==> config.mk <==
export PLATFORM = sky130hd
export DESIGN_NAME = pi_pwm_actuator
export DESIGN_NICKNAME = d
export VERILOG_FILES = /design/src/rtl/pi_pwm_actuator.sv
export SDC_FILE = /design/constraint.sdc
export NUM_CORES = 1
export LEC_CHECK = 0
export BUFFER_PORTS_ARGS = -buffer_cell sky130_fd_sc_hd__buf_2
export CORE_UTILIZATION = 50
export DETAILED_ROUTE_END_ITERATION = 10
export GPL_TIMING_DRIVEN = 1
export PLACE_DENSITY = 0.78
export SETUP_SLACK_MARGIN = 0.5
export SLEW_MARGIN = 20
export SYNTH_ARGS = -nofsm -noshare
export SYNTH_HDL_FRONTEND = slang
export SYNTH_SLANG_ARGS = --single-unit
export TNS_END_PERCENT = 50
==> constraint.sdc <==
create_clock -name clk -period 2.98 [get_ports clk]
set_clock_uncertainty 0.1 [all_clocks]
set_input_delay 0.149 -clock clk [delete_from_list [all_inputs] [get_ports clk]]
set_output_delay 0.149 -clock clk [all_outputs]
set_load 0.005 [all_outputs]
==> src/rtl/pi_pwm_actuator.sv <==
// PWM actuator endpoint: latches signed PI commands, scales/clamps them into a
// duty count, and drives a fixed-period PWM whose duty changes only at period boundaries.
module pi_pwm_actuator #(
  parameter int unsigned PERIOD = 1000,
  parameter int unsigned CW     = 16,
  parameter int unsigned SHIFT  = 0
) (
  input  logic          clk,
  input  logic          rst,
  input  logic          enable,
  input  logic [31:0]   cmd,
  input  logic          cmd_valid,
  output logic          pwm,
  output logic [CW-1:0] duty,
  output logic          period_start,
  output logic          sat_hi,
  output logic          sat_lo
);

  localparam int unsigned LAST = PERIOD - 1;

  typedef enum logic {IDLE = 1'b0, RUN = 1'b1} state_e;

  state_e       state_q, state_d;
  logic [CW-1:0] cnt_q, cnt_d;
  logic [31:0]   shadow_q, shadow_d;
  logic [CW-1:0] duty_q, duty_d;
  logic          pwm_q, pwm_d;
  logic          period_start_q, period_start_d;
  logic          sat_hi_q, sat_hi_d;
  logic          sat_lo_q, sat_lo_d;

  logic signed [31:0] scaled_c;
  logic [CW-1:0]      load_duty_c;
  logic               load_hi_c;
  logic               load_lo_c;
  logic               wrap_c;

  // State and datapath registers
  always_ff @(posedge clk) begin
    if (rst) begin
      state_q        <= IDLE;
      cnt_q          <= '0;
      shadow_q       <= '0;
      duty_q         <= '0;
      pwm_q          <= 1'b0;
      period_start_q <= 1'b0;
      sat_hi_q       <= 1'b0;
      sat_lo_q       <= 1'b0;
    end else begin
      state_q        <= state_d;
      cnt_q          <= cnt_d;
      shadow_q       <= shadow_d;
      duty_q         <= duty_d;
      pwm_q          <= pwm_d;
      period_start_q <= period_start_d;
      sat_hi_q       <= sat_hi_d;
      sat_lo_q       <= sat_lo_d;
    end
  end

  // Next-state logic
  always_comb begin
    state_d = state_q;
    case (state_q)
      IDLE:    if (enable)  state_d = RUN;
      RUN:     if (!enable) state_d = IDLE;
      default: state_d = IDLE;
    endcase
  end

  // Load value: a command on this cycle bypasses the shadow register
  always_comb begin
    scaled_c    = $signed(cmd_valid ? cmd : shadow_q) >>> SHIFT;
    load_duty_c = scaled_c[CW-1:0];
    load_hi_c   = 1'b0;
    load_lo_c   = 1'b0;
    if (scaled_c < 0) begin
      load_duty_c = '0;
      load_lo_c   = 1'b1;
    end else if (scaled_c > $signed(32'(PERIOD))) begin
      load_duty_c = CW'(PERIOD);
      load_hi_c   = 1'b1;
    end
  end

  assign wrap_c = (cnt_q == CW'(LAST));

  // Datapath / output logic
  always_comb begin
    cnt_d          = cnt_q;
    shadow_d       = cmd_valid ? cmd : shadow_q;
    duty_d         = duty_q;
    sat_hi_d       = sat_hi_q;
    sat_lo_d       = sat_lo_q;
    period_start_d = 1'b0;
    if (state_q == IDLE) begin
      cnt_d = '0;
      if (enable) begin
        duty_d         = load_duty_c;
        sat_hi_d       = load_hi_c;
        sat_lo_d       = load_lo_c;
        period_start_d = 1'b1;
      end
    end else if (!enable) begin
      cnt_d = '0;
    end else if (wrap_c) begin
      cnt_d          = '0;
      duty_d         = load_duty_c;
      sat_hi_d       = load_hi_c;
      sat_lo_d       = load_lo_c;
      period_start_d = 1'b1;
    end else begin
      cnt_d = cnt_q + CW'(1);
    end
    // Registered from next-state values so the pulse starts on the period_start cycle
    pwm_d = (state_d == RUN) && (cnt_d < duty_d);
  end

  assign pwm          = pwm_q;
  assign duty         = duty_q;
  assign period_start = period_start_q;
  assign sat_hi       = sat_hi_q;
  assign sat_lo       = sat_lo_q;

endmodule
==> results of run 1 <==
[worst reg2reg max path: cells and delay by family, from the launching register on]
kind / cells / cell delay [ns]
simple gates: 2 / 0.57
buf+inv: 1 / 0.16
fa+ha+maj: 1 / 0.19
compound gates: 8 / 1.69
flops: 1 / 0.32
[state kept, by name (all words and copies together) (netlist names)]
register      count
shadow_q         32
cnt_q            16
duty             16
period_start      1
pwm               1
sat_hi            1
sat_lo            1
state_q           1
[stage by stage]
step                util (%)  setup slack [ns]  hold WS (ns)  area, µm²
finish                  72.2            -0.113        0.0309       4350
global route            72.2            -0.184        0.0456       4350
CTS                     71.9            0.0179       0.00482       4330
detailed placement      60.9            -0.110         0.304       3670
global placement        60.9           0.00448         0.301       3670
floorplan                  -             0.139         0.178       3220
[worst paths after layout]
check	start	end	slack [ns]
setup / recovery	shadow_q[22]	pwm	-0.11
hold reg to reg	shadow_q[22]	shadow_q[22]	0.40
hold / removal	cmd[5]	shadow_q[5]	0.03
setup reg to reg	shadow_q[22]	pwm	-0.11
[cell usage in the layout (no fill, tap or decap), types with 4 or more instances in the layout]
cell	Yosys	final
sky130_fd_sc_hd__nor2_1	65	65
sky130_fd_sc_hd__and2_1	5	4
sky130_fd_sc_hd__nand4_1	9	9
sky130_fd_sc_hd__ha_1	16	11
sky130_fd_sc_hd__a21oi_1	5	4
sky130_fd_sc_hd__dlygate4sd3_1	0	25
sky130_fd_sc_hd__nand2_1	19	19
sky130_fd_sc_hd__dfxtp_1	69	66
sky130_fd_sc_hd__nand3_1	6	6
sky130_fd_sc_hd__bufinv_16	0	4
sky130_fd_sc_hd__a21o_1	5	5
sky130_fd_sc_hd__xnor2_1	8	8
sky130_fd_sc_hd__clkbuf_8	0	9
sky130_fd_sc_hd__and3_1	10	10
sky130_fd_sc_hd__nor3_1	21	21
sky130_fd_sc_hd__inv_1	7	7
sky130_fd_sc_hd__xor2_1	6	6
sky130_fd_sc_hd__a22oi_2	0	4
sky130_fd_sc_hd__mux2i_1	28	28
sky130_fd_sc_hd__a22oi_1	8	4
sky130_fd_sc_hd__buf_4	0	28
sky130_fd_sc_hd__buf_2	0	55
sky130_fd_sc_hd__nor4_1	9	6
[repair_timing]
action,CTS,global route
endpoints found under the hold margin,25,0
resized for setup,14,3
endpoints found under the setup margin,1,1
buffers inserted,10,0
hold buffers,25,0
pin swaps,15,5
gates cloned,0,0
[routing by layer]
metal	part of all wire, %	wire length, µm	track usage [%]	vias up
li1	-	-	-	1455
met1	43	3790	35.1	1468
met2	50	4390	47.6	96
met3	4.8	425	5.44	20
met4	2.3	200	13.5	0
met5	0	0	0	-
[cell type report]
| cell class | instances | share of cell area, % |
|---|---|---|
| clock buffers | 9 | 2.85 |
| inverters | 7 | 0.604 |
| repair buffers | 110 | 17.6 |
| multi-input cells | 257 | 41.6 |
| flip-flops and latches | 69 | 31.8 |
| clock inverters | 7 | 3.36 |
| well taps | 75 | 2.16 |
[power by group]
group	internal, W	total [W]	switching, W	leakage (nW)
Combinational	0.000126	0.000256	0.000130	1.23
Clock	0.000646	0.00104	0.000393	0.134
Sequential	0.000958	0.000980	0.0000221	0.566
Total	0.00173	0.00228	0.000545	1.93
[logic make-up (layout without fill, tap and decap cells)]
kind of cell / Yosys count / count (layout) / synth area share [%]
xor gates and xnor gates: 14 / 14 / 3.87
adders and majority gates: 16 / 16 / 6.31
AOI/OAI and AO/OA: 37 / 37 / 8.96
muxes: 30 / 30 / 9.55
and+or+nand+nor: 160 / 160 / 24.6
DFF: 69 / 69 / 43.6
buffers and inverters: 25 / 133 / 3.20
==> metrics list, run 1 <==
* Dominant cells by area after synthesis: sky130_fd_sc_hd__dfxtp_1 44%, sky130_fd_sc_hd__mux2i_1 8.8%, sky130_fd_sc_hd__nor2_1 7.7%, sky130_fd_sc_hd__ha_1 6.3%, sky130_fd_sc_hd__nor3_1 3.3%
- Share of layout cells above drive strength 1: 27.5%
* Violations in the final reports: setup timing
* CP Data Required Time: 3.16 ns
* Area used by sequential logic in the layout: 1390 µm²
- Horizontal extent of the die: 81.6 µm
- STA classifies the critical path startpoint as a flop.
- Together, buffers and inverters on the worst path number 1.
- Post-DR vias/cell: 5.69
- The root buffer cell chosen for the clock tree is sky130_fd_sc_hd__clkbuf_8.
- The count of buffers added on input and output ports is 55.
- The number of antenna diodes in the final layout is 0.
- The core region is 6030 µm².
- The flow ran to the end, but the final reports show violations.
- The critical path crosses 12 cells after its start point.
* Average cell area after synthesis: 9.04 µm²
* Critical Path Slowest Stage Cell: sky130_fd_sc_hd__or4_1
- Leaving out filler cells and counting taps, the final layout contains 534.
- Sequential share of the synthesized area: 43.6%
- Summed negative setup slack over all endpoints: -0.113 ns
- For this run, design rule violations remaining after detail routing come to 0.
- Detailed-route via count: 3,039
* Power after layout: 0.00228 W
- Timing would allow up to 0.323 GHz.
* Worst IR drop on VDD: 378 µV
* Number of sinks on the clock net: 69
* CP top delay family: compound AO/OA/AOI/OAI gates
- Once routing completed, OpenROAD measured the worst setup slack at -0.113 ns.
* Max_slew headroom: 60.3%
- Ys async rst share: 0%
- The tightest min-delay check is of the input port to flop type.
- Clock slew seen by the registers of the worst setup and hold paths: 0.09 ns
* Layout overhead on the synthesized area: 37.2%
- Number of register bits inferred by synthesis: 69
- Share of the clock period used by the worst path after layout: 104%
- Number of antenna violations at the first check in global routing: 0
* Ordered list of cells on the worst path: or4_1, o22a_1, a221o_1, a211oi_4, buf_6, a22oi_2, ha_2, a21oi_2, nor2_1, a211oi_2, o221ai_1, a31oi_1
* Global router's overall resource usage: 28.4%
- In this run the remaining antenna-violating nets after routing total 0.
- Worst r2r path cells: 12
- Fill cells in the final layout number 405.
* Min Tclk post-route: 3.09 ns
- Post-DP HPWL: 5.37 mm
* Initial standard-cell utilization of the core: 52.6%
- In this run the count of I/O pins placed on the die edge is 56.
- Syn nets: 403
- For this run, the detailed router's first-pass iteration total came to 5.
- Dividing the detail-routed wire length by the instance count gives 16.5 µm.
* Drt initial violations: 185
* P_leak: 1.93 nW
* Pwr per Cell Area: 523 nW/µm²
* Setup repair after global routing missed its margin: true
- Number of placed instances, taps included: 483
* Library cell occupying the most area in the post-synthesis netlist: sky130_fd_sc_hd__dfxtp_1
* Final Max Tran Viols: 0
* Area of the multi-input gates: 1810 µm²
- Yosys printed 0 warnings.
- Final nets: 506
- The number of failing hold endpoints at the final stage was 0.
* Max-cap violations: 0
- CTS tree: done
- The synthesized design devotes to its leading area cell type 43.6% of total area.
* TritonCTS buffer count: 9
- Routed Wire Length: 8.80 mm
* Most used DFF post-synth: sky130_fd_sc_hd__dfxtp_1
- The first global-routing pass estimated 14.1 mm of wire.
- Entering global routing, the biggest net connects 59 pins.
- Depth of the CTS H-tree: 3
* Hold Path Depth: 3
- Signal arrival time at the worst endpoint: 3.27 ns
- The synthesized netlist contains 47 unique library cells.
* Die outline area: 6670 µm²
* Placement Rows: 28
- List of most frequent post-synthesis cells: 69 x sky130_fd_sc_hd__dfxtp_1, 65 x sky130_fd_sc_hd__nor2_1, 28 x sky130_fd_sc_hd__mux2i_1
- Setup violations, final: 1
- By startpoint and endpoint, the worst setup path is classified as flop to flop.
- Clock Latency Late Sink: 0.36 ns
* Clock Tree Buf Depth: 2
- Post-synthesis instance total: 351
* Global placer's final weighted congestion: 0.844
- After global routing the overflow that remains totals 0.
- Area of the mapped netlist: 3170 µm²
* Max Fanout on Critical Path: 3
* Endpoint type of the worst setup path: flop
- Via count of the first global-routing pass: 3,008
- Slew of the pin with the lowest slew margin: 0.595 ns
- Yosys mapped a number of flops with a built-in enable equal to 0.
- Cell with the most instances after synthesis: sky130_fd_sc_hd__dfxtp_1
- Vert. Die Dim: 81.6 µm
- CP peak stage delay: 0.50 ns
Power figures use the tool's default switching activity.
==> inputs of run 2 (changes only) <==
--- a/config.mk
+++ b/config.mk
@@ -6,6 +6,7 @@
 export NUM_CORES = 1
 export LEC_CHECK = 0
 export BUFFER_PORTS_ARGS = -buffer_cell sky130_fd_sc_hd__buf_2
+export CORE_MARGIN = 2
 export CORE_UTILIZATION = 50
 export DETAILED_ROUTE_END_ITERATION = 10
 export GPL_TIMING_DRIVEN = 1
==> run 2 against run 1 <==
The flow now finishes without violations. Sequential cell count is the same. Power shrank 13%. Clock power shrank 26%. Sequential power is essentially flat. Sequential share of layout area is 1.1 points higher. Worst hold slack improved by 0.0044 ns. Global-route usage down 4.2 points. Utilization is 5.0 points lower. Critical endpoint unchanged. Largest cell class unchanged.
==> metrics list, run 2 (same netlist as run 1, synthesis figures left out) <==
* Horizontal extent of the die: 83.6 µm
* Setup repair after global routing missed its margin: true
* R2r setup slk: 0.02 ns
* Number of sinks on the clock net: 69
* Post-DR vias/cell: 5.52
- After global routing the overflow that remains totals 0.
- The worst pin sits at a relative slew slack of 59.6%.
* Area used by sequential logic in the layout: 1380 µm²
- Counting cells, the worst reg-to-reg path comes to 11.
- The worst register-to-register path ends at pwm.
- Clock tree synthesis selected as its root buffer the cell sky130_fd_sc_hd__clkbuf_8.
- P_leak: 1.85 nW
- Number of fill cells: 493
- Timing-limited maximum frequency: 0.338 GHz
- CP Data Required Time: 3.15 ns
- The worst hold path belongs to the class input port to flop.
* TritonCTS buffer count: 9
* Detailed-route DRC error count: 0
* Max Fanout on Critical Path: 5
* Antenna-violating nets left: 0
* Drt wl/cell: 15.4 µm
- Area of the multi-input gates: 1760 µm²
- In this run switching power makes up 24.4% of total power.
* Start-to-end type of the worst setup path: flop to flop
- Entering global routing, the biggest net connects 59 pins.
- In this run the most critical hold path is launched from cmd[9].
- The max-slew violation count came to 0.
* Endpoint type of the worst setup path: flop
- Global router's overall resource usage: 24.3%
- The clock period could shrink to 2.96 ns.
- Placement Setup Slack: -0.0361 ns
* Layout overhead on the synthesized area: 32.3%
- Antenna Diode Count: 0
* Slew of the pin with the lowest slew margin: 0.606 ns
- Routed Wire Length: 8.14 mm
* Vert. Die Dim: 83.6 µm
- Global-route wire length before repair: 13.7 mm
- Of the total power, the clock network draws 38.8%.
- Summed over all nets, the switching power comes to 0.000486 W.
- The congestion estimate from routability-driven global placement came to 0.930.
- Flip-flop count of the largest register after layout: 32
- CTS tree: done
- Max-cap violations in this run came to 0.
- Post-Layout Cell Count: 529
- The die covers 7000 µm².
- After floorplanning, the core was divided into 29 placement rows.
- Clock Latency Late Sink: 0.34 ns
* Terminating pin of the worst hold path: shadow_q[9]
* Startpoint of the worst-slack reg-to-reg timing path: shadow_q[27]
- STA classifies the critical path startpoint as a flop.
- The longest clock path from root to sink contains 2 buffers.
- After layout, the worst path uses 99.2% of the clock period.
- The clock tree synthesis step divided the H-tree into 3 levels.
* Post-DP HPWL: 5.49 mm
- At the end of the flow, the number of nets in the layout was 500.
* Most common library cell in the layout ignoring fill and taps: sky130_fd_sc_hd__dfxtp_1
- Result of the run: complete, no violations
- Top register by number of flip-flops: shadow_q
* Worst IR drop on VDD: 345 µV
* Pwr per Cell Area: 475 nW/µm²
- Setup violations remaining at the end of the flow were counted as 0.
- After the first detailed-routing iteration, the DRC count stood at 141.
* Gate power share: 12.0%
- Signal arrival time at the worst endpoint: 3.13 ns
- Area of the core: 6240 µm²
- Leaving out fill and tap cells, the most frequent cells in the layout are 67 x sky130_fd_sc_hd__dfxtp_1, 65 x sky130_fd_sc_hd__nor2_1, 55 x sky130_fd_sc_hd__buf_2.
- After clock tree synthesis, the clock-pin slew on the worst setup and hold paths is 0.07 ns.
* Hold Path Depth: 3
* Pre-Repair DR Iteration Count: 4
- The routed layout has 2,918 vias.
- Fin. Hold Viols: 0
- Per report_power, the sequential group accounts for 49.2% of the total.
* Final worst-path setup slack: 0.0234 ns
* Via count of the first global-routing pass: 3,039
* Internal power summed over all cells: 0.00151 W
* Total of buffers placed on input and output ports: 55
* Share of layout cells above drive strength 1: 23.9%
* Initial standard-cell utilization of the core: 50.8%
- Number of placed instances, taps included: 485
* Total I/O pin count: 56
- Number of antenna violations at the first check in global routing: 0
==> run 2: cell count changes in the layout (fill, tap and decap cells not counted), moves of 2 or more <==
cell and change:
sky130_fd_sc_hd__nor4_1 +2, sky130_fd_sc_hd__clkinv_4 -2, sky130_fd_sc_hd__nor4_2 -2, sky130_fd_sc_hd__clkbuf_8 +2
sky130_fd_sc_hd__dlygate4sd3_1 +2, sky130_fd_sc_hd__ha_2 -2, sky130_fd_sc_hd__bufinv_16 -3, sky130_fd_sc_hd__buf_4 -8
sky130_fd_sc_hd__ha_1 +3, sky130_fd_sc_hd__clkinvlp_4 +2
==> run 2: worst max-delay path by stage <==
stage,from,end,slack [ns],cells after the start
final,shadow_q[27],pwm,0.02,11
after global routing,shadow_q[27],pwm,-0.12,11
after CTS,shadow_q[27],pwm,0.03,11
after detailed placement,cmd[27],pwm,-0.04,12
after global placement,cmd_valid,pwm,0.04,12
after floorplan,cnt_q[0],pwm,0.14,14
==> run 2: stage by stage <==
stage                     area [µm²]  util, %  setup TNS [ns]  power [W]  hold slack, ns
after global placement          3670     58.8               0    0.00120           0.299
after CTS                       4190     67.1               0    0.00200          0.0113
after floorplan                 3220        -               0    0.00112           0.178
final                           4200     67.2               0    0.00199          0.0353
after detailed placement        3670     58.8         -0.0361    0.00120           0.314
after global routing            4200     67.2          -0.119    0.00207          0.0542
==> run 2: power by group through the flow <==
stage	logic [W]	registers (W)	clock network [W]
finish	0.000239	0.000980	0.000772
global route	0.000263	0.000983	0.000822
CTS	0.000234	0.000978	0.000784
detailed placement	0.000204	0.000998	0
global placement	0.000199	0.000997	0
floorplan	0.000125	0.000994	0
==> run 2: per-layer routing <==
layer | up-vias | part of all wire [%] | wire length (µm) | GRT usage [%]
met4 | 0 | 2.0 | 163 | 10.1
met1 | 1392 | 43 | 3470 | 28.7
met3 | 15 | 3.6 | 297 | 3.76
met2 | 64 | 52 | 4210 | 43.6
met5 | - | 0 | 0 | 0
li1 | 1447 | - | - | -
==> run 2: timing repair <==
action	CTS	global route
pin swaps	6	6
buffers inserted	2	0
endpoints found under the setup margin	1	1
hold endpoints to repair	27	0
hold buffers	27	0
resized for setup	6	2
==> run 2: layout make-up <==
type,instances,area share (%)
inverter,7,0.626
sequential,69,33.0
tap,77,2.30
timing repair buffer,104,17.3
multi-input combinational,257,42.0
clock buffer,12,3.70
clock inverter,3,1.07
==> run 2: worst max-delay path, cell delays in order (launching register included) <==
cell and delay [ns]:
sky130_fd_sc_hd__dfxtp_1 0.33, sky130_fd_sc_hd__or4_1 0.50, sky130_fd_sc_hd__o22a_1 0.25, sky130_fd_sc_hd__a221oi_4 0.27, sky130_fd_sc_hd__nand2_1 0.11, sky130_fd_sc_hd__a22oi_2 0.16, sky130_fd_sc_hd__ha_1 0.27, sky130_fd_sc_hd__a21o_1 0.16
sky130_fd_sc_hd__a21o_1 0.16, sky130_fd_sc_hd__a2111oi_2 0.29, sky130_fd_sc_hd__o221ai_1 0.15, sky130_fd_sc_hd__a31oi_1 0.15
